[config.mk]
export PLATFORM = sky130hd
export DESIGN_NAME = gbt_sat_counter
export DESIGN_NICKNAME = d
export VERILOG_FILES = /design/src/rtl/gbt_sat_counter.sv
export SDC_FILE = /design/constraint.sdc
export NUM_CORES = 1
export LEC_CHECK = 0
export CORE_ASPECT_RATIO = 0.75
export CORE_UTILIZATION = 25
export DETAILED_ROUTE_END_ITERATION = 8
export PLACE_DENSITY = 0.46
export SLEW_MARGIN = 20
export SYNTH_ARGS = -nofsm -noshare
export SYNTH_HDL_FRONTEND = slang
export SYNTH_SLANG_ARGS = --single-unit
[constraint.sdc]
create_clock -name clk_ik -period 1.57 [get_ports clk_ik]
set_input_delay 0.3925 -clock clk_ik [delete_from_list [all_inputs] [get_ports clk_ik]]
set_output_delay 0.3925 -clock clk_ik [all_outputs]
set_load 0.01 [all_outputs]
[src/rtl/gbt_sat_counter.sv]
// -----------------------------------------------------------------------------
// gbt_sat_counter
// Saturating event counter with synchronous clear.
// Ports:
//   clk_ik  : clock
//   rst_ir  : synchronous active-high reset
//   clear_i : zero the counter (an event in the same cycle loads 1)
//   inc_i   : count one event
//   cnt_ob  : current count, sticks at all-ones
// -----------------------------------------------------------------------------
module gbt_sat_counter #(
    parameter int W = 16
) (
    input  logic         clk_ik,
    input  logic         rst_ir,
    input  logic         clear_i,
    input  logic         inc_i,
    output logic [W-1:0] cnt_ob
);

    logic [W-1:0] cnt_q;
    logic [W-1:0] cnt_d;

    always_comb begin
        cnt_d = cnt_q;
        if (clear_i) begin
            // The event coinciding with the clear is still counted.
            cnt_d = inc_i ? W'(1) : '0;
        end else if (inc_i && (cnt_q != '1)) begin
            cnt_d = cnt_q + W'(1);
        end
    end

    always_ff @(posedge clk_ik) begin
        if (rst_ir) begin
            cnt_q <= '0;
        end else begin
            cnt_q <= cnt_d;
        end
    end

    assign cnt_ob = cnt_q;

endmodule : gbt_sat_counter

# Word-level counts from Yosys, hierarchy flattened
# Cells that the tools add are included.
[op_classes] add_sub_neg=1 n_eq_ne=1 reduce_logical=2 mux=3
[ops] operator="two-way mux 16 bit" count=2
[ops] operator="adder 16 x 1 -> 16 bit (second input constant)" count=1
[ops] operator="!= test 16 bit (second input constant)" count=1
[ops] operator="nonzero test 2 bit" count=1
[ops] operator="logical AND 1 bit" count=1
[ops] operator="two-way mux 1 bit" count=1
[word_totals] out_inout_bits=16 ff_bits=16 in_bits=4 elab_cells=8

# Logic depth before layout (Yosys ltp)
# Gate-level depths: netlist of the first run.
[logic_depth] word_depth=4 ltp_mapped=6 depth_no_buf=5

# Worst setup path before layout of the first run
# OpenSTA, ideal clock, no wires.
[synth_timing] path_type="flip-flop to flip-flop" from="register cnt_q[0], in the netlist cnt_ob[0]" to="register cnt_q[10], in the netlist cnt_ob[10]" required_ns=1.499 period_less_slack_ns=1.797 n_path_buf=1 setup_slack_ns=-0.227 t_arrival_ns=1.726 path_stages_with_launch=7 cell_sequence="dfxtp_1 ha_1 nand2_1 or3_1 clkbuf_2 or4_1 a21oi_1"
[synth_via] elab_chain_cells=3 elab_cells_between_ends=6 cone_classes="add/sub (1); eq/ne (1); mux (2); reduce/logical (2)"
[synth_lines] element="start, declared" line_no="21" rtl="logic [W-1:0] cnt_q;"
[synth_lines] element="start signal, assigned" line_no="38" rtl="cnt_q <= cnt_d;"
[synth_lines] element="adder 16 x 1 -> 16 bit / != test 16 bit (equally long branches)" line_no="30, 29"
[synth_lines] element="two-way mux 16 bit / logical AND 1 bit (equally long branches)" line_no="29" rtl="end else if (inc_i && (cnt_q != '1)) begin"
[synth_lines] element="two-way mux 16 bit / nonzero test 2 bit (equally long branches)"
# Parallel ways exist; a longest one is shown, timed or not. The select of a mux whose other input is x is not followed.
# A chain may end at the register's enable or synchronous reset.

# Final worst setup path of the first run
[layout_timing] from="register cnt_q[1], in the netlist cnt_ob[1]" to="register cnt_q[0], in the netlist cnt_ob[0]"
[layout_via] elab_chain_cells=3
[layout_lines] element="!= test 16 bit" line_no="29"
[layout_lines] element="logical AND 1 bit" line_no="29"
[layout_lines] element="nonzero test 2 bit (no source line)"
# No other way between the ends.

==> impl_metrics.json, run 1 <==
{
  "status": "finished, violations left",
  "violations": "setup timing",
  "p_leak_nw": 0.652,
  "avgSynthCellArea_sq_um": 8.49,
  "cts.sinks": 16,
  "die_h_um": 52.2,
  "grt_usage_pct": 18.4,
  "gp_congestion": 0.799,
  "ys_top_cells_by_area": "dfxtp_1 38%, a21oi_1 6.5%, nand3_1 5.4%, o31ai_1 5.4%, or4_1 5.4%",
  "tritoncts": "built",
  "wl_um": 2990,
  "first_global_vias": 992,
  "root_buffer": "clkbuf_8",
  "max_slew_margin_pct": 74.2,
  "fmax_mhz": 609,
  "synth_edf_count": 0,
  "yosysWarnings": 0,
  "critPathMaxStageDelay_ns": 0.51,
  "wl_per_cell_um": 15.3,
  "synth-seq-cells": 16,
  "powerDensity_nw_per_um2": 530,
  "numCtsBuffers": 3,
  "detail-route-antenna-nets": 0,
  "clkTransAtPathRegs_ns": 0.07,
  "syn-num-nets": 104,
  "grt_max_degree": 12,
  "synth_simple_gate_area_share_pct": 31.5,
  "reg2reg_depth": 5,
  "fp.dieArea_sq_um": 3600,
  "min_from": "cnt_ob[10]$_SDFFE_PP0P_",
  "hold_buffers": 0,
  "rsz0062_at_grt": "yes",
  "fin_crit_ns": 1.64,
  "synth_adder_area_share_pct": 1.49,
  "clock_latency_ns": 0.25,
  "final_util_pct": 51.6,
  "worstPathMaxFanout": 3,
  "syn2layout_area_growth_pct": 87.9,
  "synth_async_sr_flop_share_pct": 0,
  "ys_seq_area_share_pct": 38.1,
  "initial_core_util_pct": 27.5,
  "worstPathRequired_ns": 1.74,
  "crit_family": "simple AND/OR/NAND/NOR gates",
  "reg2reg_to": "cnt_ob[0]$_SDFFE_PP0P_",
  "met1Wirelength_um": 1430,
  "slowest_stage": "or4_4",
  "netlist_instances": 99,
  "muxShareOfSynthArea_pct": 1.19,
  "whs_ns": 0.501,
  "path_cells": "ha_4 -> nand3_4 -> or4_4 -> a2111oi_4 -> o21bai_1",
  "r2r_start": "cnt_ob[1]$_SDFFE_PP0P_",
  "r2r_slack_ns": -0.07,
  "yosysTopAreaCellShare_pct": 38.1,
  "dr_wl_met3_um": 102,
  "synth_top_cells_by_count": "16 x dfxtp_1, 11 x a21oi_1, 9 x nand3_1",
  "dr.first_iter.drc_count": 48,
  "cp-start-kind": "flip-flop",
  "drc": 0,
  "worst_slew_pin_slew_ns": 0.383,
  "largest_reg_flops": 16,
  "cp.arrival_ns": 1.82,
  "wl_met2_um": 1450,
  "period_share_pct": 105,
  "rows": 17,
  "numPortBuffers": 19,
  "clockBufferDepth": 2,
  "fin_worst_skew_ns": 0.00150,
  "grt_pass1_wl_um": 4750,
  "ys_types": 33,
  "ctsHtreeMaxLevel": 1,
  "die_w_um": 69.0,
  "maxCapViolations": 0,
  "core_sq_um": 3060,
  "vias": 1015,
  "grt_overflow_total": 0,
  "peakVddDrop_v": 0.000377,
  "design.portCount": 20,
  "synth_most_common_cell": "dfxtp_1",
  "path_buf_inv": 0,
  "synth.cell_area_sq_um": 841,
  "setup_slack_ns": -0.0722,
  "dp_hpwl_um": 2080,
  "diodes": 0,
  "synth_top_family_by_area": "simple AND/OR/NAND/NOR gates",
  "via_per_inst": 5.21,
  "final_net_count": 163,
  "fin_tns_setup_ns": -0.213,
  "finalHoldViolations": 0,
  "setup_viol": 5,
  "worstHoldPathCells": 2,
  "synth_top_area_cell": "dfxtp_1",
  "ys.flop_type": "dfxtp_1",
  "synth_xor_area_share_pct": 0,
  "hp-class": "flip-flop to flip-flop",
  "worst-setup-path-type": "flip-flop to flip-flop",
  "cp-end-kind": "flip-flop",
  "top_layer": "met4",
  "fillers": 310,
  "min_to": "cnt_ob[10]$_SDFFE_PP0P_",
  "finalMaxSlewViolations": 0,
  "antenna_found_initial": 0,
  "firstDrtPassIters": 4,
  "synth_compound_area_share_pct": 22.6,
  "drive_gt1_share_pct": 53.5
}
[layout by cell type, fill, tap and decap left out, drive strengths merged, types with 3 or more instances in the layout]
master       synthesis  final
nor2                 3      3
inv                  5      5
a21oi               11     11
dlygate4sd2          0     17
nand2                5      5
dfxtp               16     16
clkbuf               2      4
nor4                 3      3
nand3                9      9
or4                  7      7
o21ai                4      4
nor3                 4      4
buf                  1     39
nand4                4      4
o31ai                6      6
or3                  4      4
[layer usage]
layer / up-vias / GRT usage (%)
li1: 500 / -
met1: 497 / 23.2
met2: 16 / 29.9
met3: 2 / 5.00
met4: 0 / 6.12
met5: - / 0
[logic make-up (layout without fill, tap and decap cells)]
group / Yosys count / after routing
buffers and inverters: 9 / 67
multiplexers: 1 / 1
adder cells (fa/ha/maj): 1 / 1
flip-flops: 16 / 16
AND/OR/NAND/NOR: 43 / 43
AO/OA/AOI/OAI: 29 / 29
[report_power, final]
group	switching [W]	internal, W	total, W	leakage (nW)
clock network	0.000153	0.000223	0.000376	0.0288
registers	0.00000260	0.000401	0.000404	0.137
logic	0.0000293	0.0000279	0.0000571	0.486
[final cells by class]
type,count,area (sq um),share of cell area (%)
Multi-Input combinational cell,74,633,40.1
Timing Repair Buffer,58,477,30.2
Sequential cell,16,349,22.1
Clock buffer,4,55.1,3.48
Tap cell,38,47.5,3.01
Inverter,5,18.8,1.19
[worst register-to-register path, stage by stage, from the launching register on]
cell and delay [ns]:
dfxtp_4 0.36, ha_4 0.17, nand3_4 0.07, or4_4 0.51
a2111oi_4 0.30, o21bai_1 0.16
[per-stage QoR]
step                worst slack [ns]  power [W]  cell area, sq um  cells
floorplan                    -0.0758   0.000432               900     99
global placement              -0.498   0.000466              1360    186
detailed placement            -0.540   0.000467              1360    186
CTS                           -0.106   0.000851              1440    192
global route                  -0.145   0.000883              1580    195
finish                       -0.0722   0.000837              1580    195
[how the worst max path moves through the flow]
stage | to | cells past startpoint | start
finish | cnt_ob[0]$_SDFFE_PP0P_ | 5 | cnt_ob[1]$_SDFFE_PP0P_
detailed placement | cnt_ob[15]$_SDFFE_PP0P_ | 5 | inc_i
CTS | cnt_ob[0]$_SDFFE_PP0P_ | 6 | cnt_ob[1]$_SDFFE_PP0P_
floorplan | cnt_ob[8]$_SDFFE_PP0P_ | 6 | cnt_ob[1]$_SDFFE_PP0P_
global route | cnt_ob[0]$_SDFFE_PP0P_ | 5 | cnt_ob[1]$_SDFFE_PP0P_
global placement | cnt_ob[9]$_SDFFE_PP0P_ | 5 | inc_i
[what timing repair did]
item / in CTS / in global routing
pin swaps: 5 / 11
endpoints found under the setup margin: 29 / 13
buffers inserted: 2 / 3
resized for setup: 22 / 28
Power figures use the tool's default switching activity.
==> run 2, diff against run 1 <==
Settings changed: PLACE_DENSITY 0.46 to 0.45.
Clock period 1.57 ns to 1.8 ns, I/O delays scaled along.
==> run 2 against run 1 <==
  * The flow now finishes without violations
  * Clock skew hardly changed
  * Register-to-register slack better by 0.17 ns
  * Via count is 7.2% lower
  * Global-route usage is 2.1 points lower
  * Clock power is 29% lower
  * Sequential cell count stayed put
  * Largest power group unchanged
==> impl_metrics.json, run 2 (synthesized netlist as in run 1, its figures left out) <==
{
  "first_global_vias": 888,
  "fillers": 321,
  "dr.first_iter.drc_count": 31,
  "peakVddDrop_v": 0.000283,
  "root_buffer": "clkbuf_8",
  "grt_max_degree": 12,
  "grt_util_met1_pct": 22.2,
  "wl_per_cell_um": 14.1,
  "critPathMaxStageDelay_ns": 0.53,
  "die_h_um": 52.2,
  "clock_latency_ns": 0.25,
  "maxCapViolations": 0,
  "fin_crit_ns": 1.71,
  "slowest_stage": "clkdlybuf4s50_1",
  "tritoncts": "built",
  "numPortBuffers": 19,
  "clkTransAtPathRegs_ns": 0.06,
  "setup_viol": 0,
  "layout_common_cells": "23 x buf_4, 17 x clkdlybuf4s50_1, 13 x dfxtp_1, 9 x nand3_1, 9 x a21oi_1",
  "grt_busiest_layer": "met2",
  "final_net_count": 147,
  "finalMaxSlewViolations": 0,
  "min_from": "cnt_ob[5]$_SDFFE_PP0P_",
  "whs_ns": 0.506,
  "syn2layout_area_growth_pct": 53.9,
  "gp_congestion": 0.835,
  "cp-start-kind": "flip-flop",
  "wl_um": 2510,
  "antenna_found_initial": 0,
  "max_slew_margin_pct": 75.5,
  "status": "complete, no violations",
  "rows": 17,
  "grt_usage_pct": 16.3,
  "rsz0062_at_grt": "no",
  "drc": 0,
  "fp.dieArea_sq_um": 3600,
  "initial_core_util_pct": 27.5,
  "detail-route-antenna-nets": 0,
  "clockBufferDepth": 2,
  "gr-usage-met3_pct": 5.22,
  "multi_input_area_sq_um": 498,
  "dp_hpwl_um": 1910,
  "layout_commonest_cell": "buf_4",
  "ctsHtreeMaxLevel": 1,
  "cp.arrival_ns": 1.26,
  "largest_reg_flops": 16,
  "powerDensity_nw_per_um2": 511,
  "fmax_mhz": 584,
  "worstPathMaxFanout": 5,
  "vias": 942,
  "worst-setup-path-type": "flip-flop to output pin",
  "diodes": 0,
  "path_cells": "buf_4 -> clkdlybuf4s50_1",
  "fin_worst_skew_ns": 0.00131,
  "design.portCount": 20,
  "finalHoldViolations": 0,
  "via_per_inst": 5.29,
  "final-seq-area_sq_um": 324,
  "core_sq_um": 3060,
  "hp-class": "flip-flop to flip-flop",
  "period_share_pct": 95.1,
  "worst_slew_pin_slew_ns": 0.366,
  "r2r_start": "cnt_ob[1]$_SDFFE_PP0P_",
  "instances_no_fill": 178,
  "dp.cells": 175,
  "r2r_slack_ns": 0.10,
  "die_w_um": 69.0,
  "worstPathRequired_ns": 1.35,
  "drive_gt1_share_pct": 27.1,
  "p_leak_nw": 0.467,
  "grt_util_met2_pct": 24.6,
  "firstDrtPassIters": 4,
  "cp-end-kind": "output pin",
  "grt_overflow_total": 0,
  "numCtsBuffers": 3,
  "cts.sinks": 16,
  "critPathLaunch": "cnt_ob[3]$_SDFFE_PP0P_",
  "grt_pass1_wl_um": 4150
}
[run 2: timing repair]
action | in CTS | in global routing
setup buffers | 0 | 0
cloned | 0 | 0
pin swaps | 1 | 0
hold buffers | 0 | 0
setup endpoints to repair | 5 | 5
resized for setup | 3 | 7
[run 2: worst paths after layout]
kind                                                to  cells after the start
worst max-delay path                         cnt_ob[3]                      2
worst min-delay path            cnt_ob[5]$_SDFFE_PP0P_                      2
worst max register to register  cnt_ob[0]$_SDFFE_PP0P_                      5
worst min register to register  cnt_ob[5]$_SDFFE_PP0P_                      2
[run 2: power by group]
part           internal [W]  switching (W)  leakage (nW)
Sequential         0.000356     0.00000122         0.131
Clock              0.000148       0.000119        0.0216
Combinational     0.0000181      0.0000187         0.315
Total              0.000523       0.000138         0.467
[run 2: cell type report]
class                           instances  area share (%)
Multi-Input combinational cell         74            38.5
Timing Repair Buffer                   42            28.1
Tap cell                               38            3.68
Clock buffer                            3            3.19
Sequential cell                        16            25.0
Inverter                                5            1.45
[run 2: worst max-delay path, delay by kind of cell, from the launching register on]
family	cells	cell delay [ns]
buffers and inverters	2	0.67
flip-flops	1	0.35
[run 2: layer usage]
metal	wire, um	up-vias	share of wire, %
li1	-	470	-
met1	1270	452	51
met2	1120	18	45
met3	100	2	4.0
met4	16	0	0.64
met5	0	-	0
[run 2: stage by stage]
stage	setup slack (ns)	instance area (sq um)	utilization [%]	power, W	TNS [ns]
final	0.0881	1290	42.2	0.000661	0
after global routing	0.00350	1290	42.2	0.000701	0
after CTS	0.0282	1280	41.7	0.000677	0
after detailed placement	-0.392	1230	40.1	0.000402	-2.65
after global placement	-0.359	1230	40.1	0.000402	-2.48
after floorplan	0.00283	841	-	0.000380	0
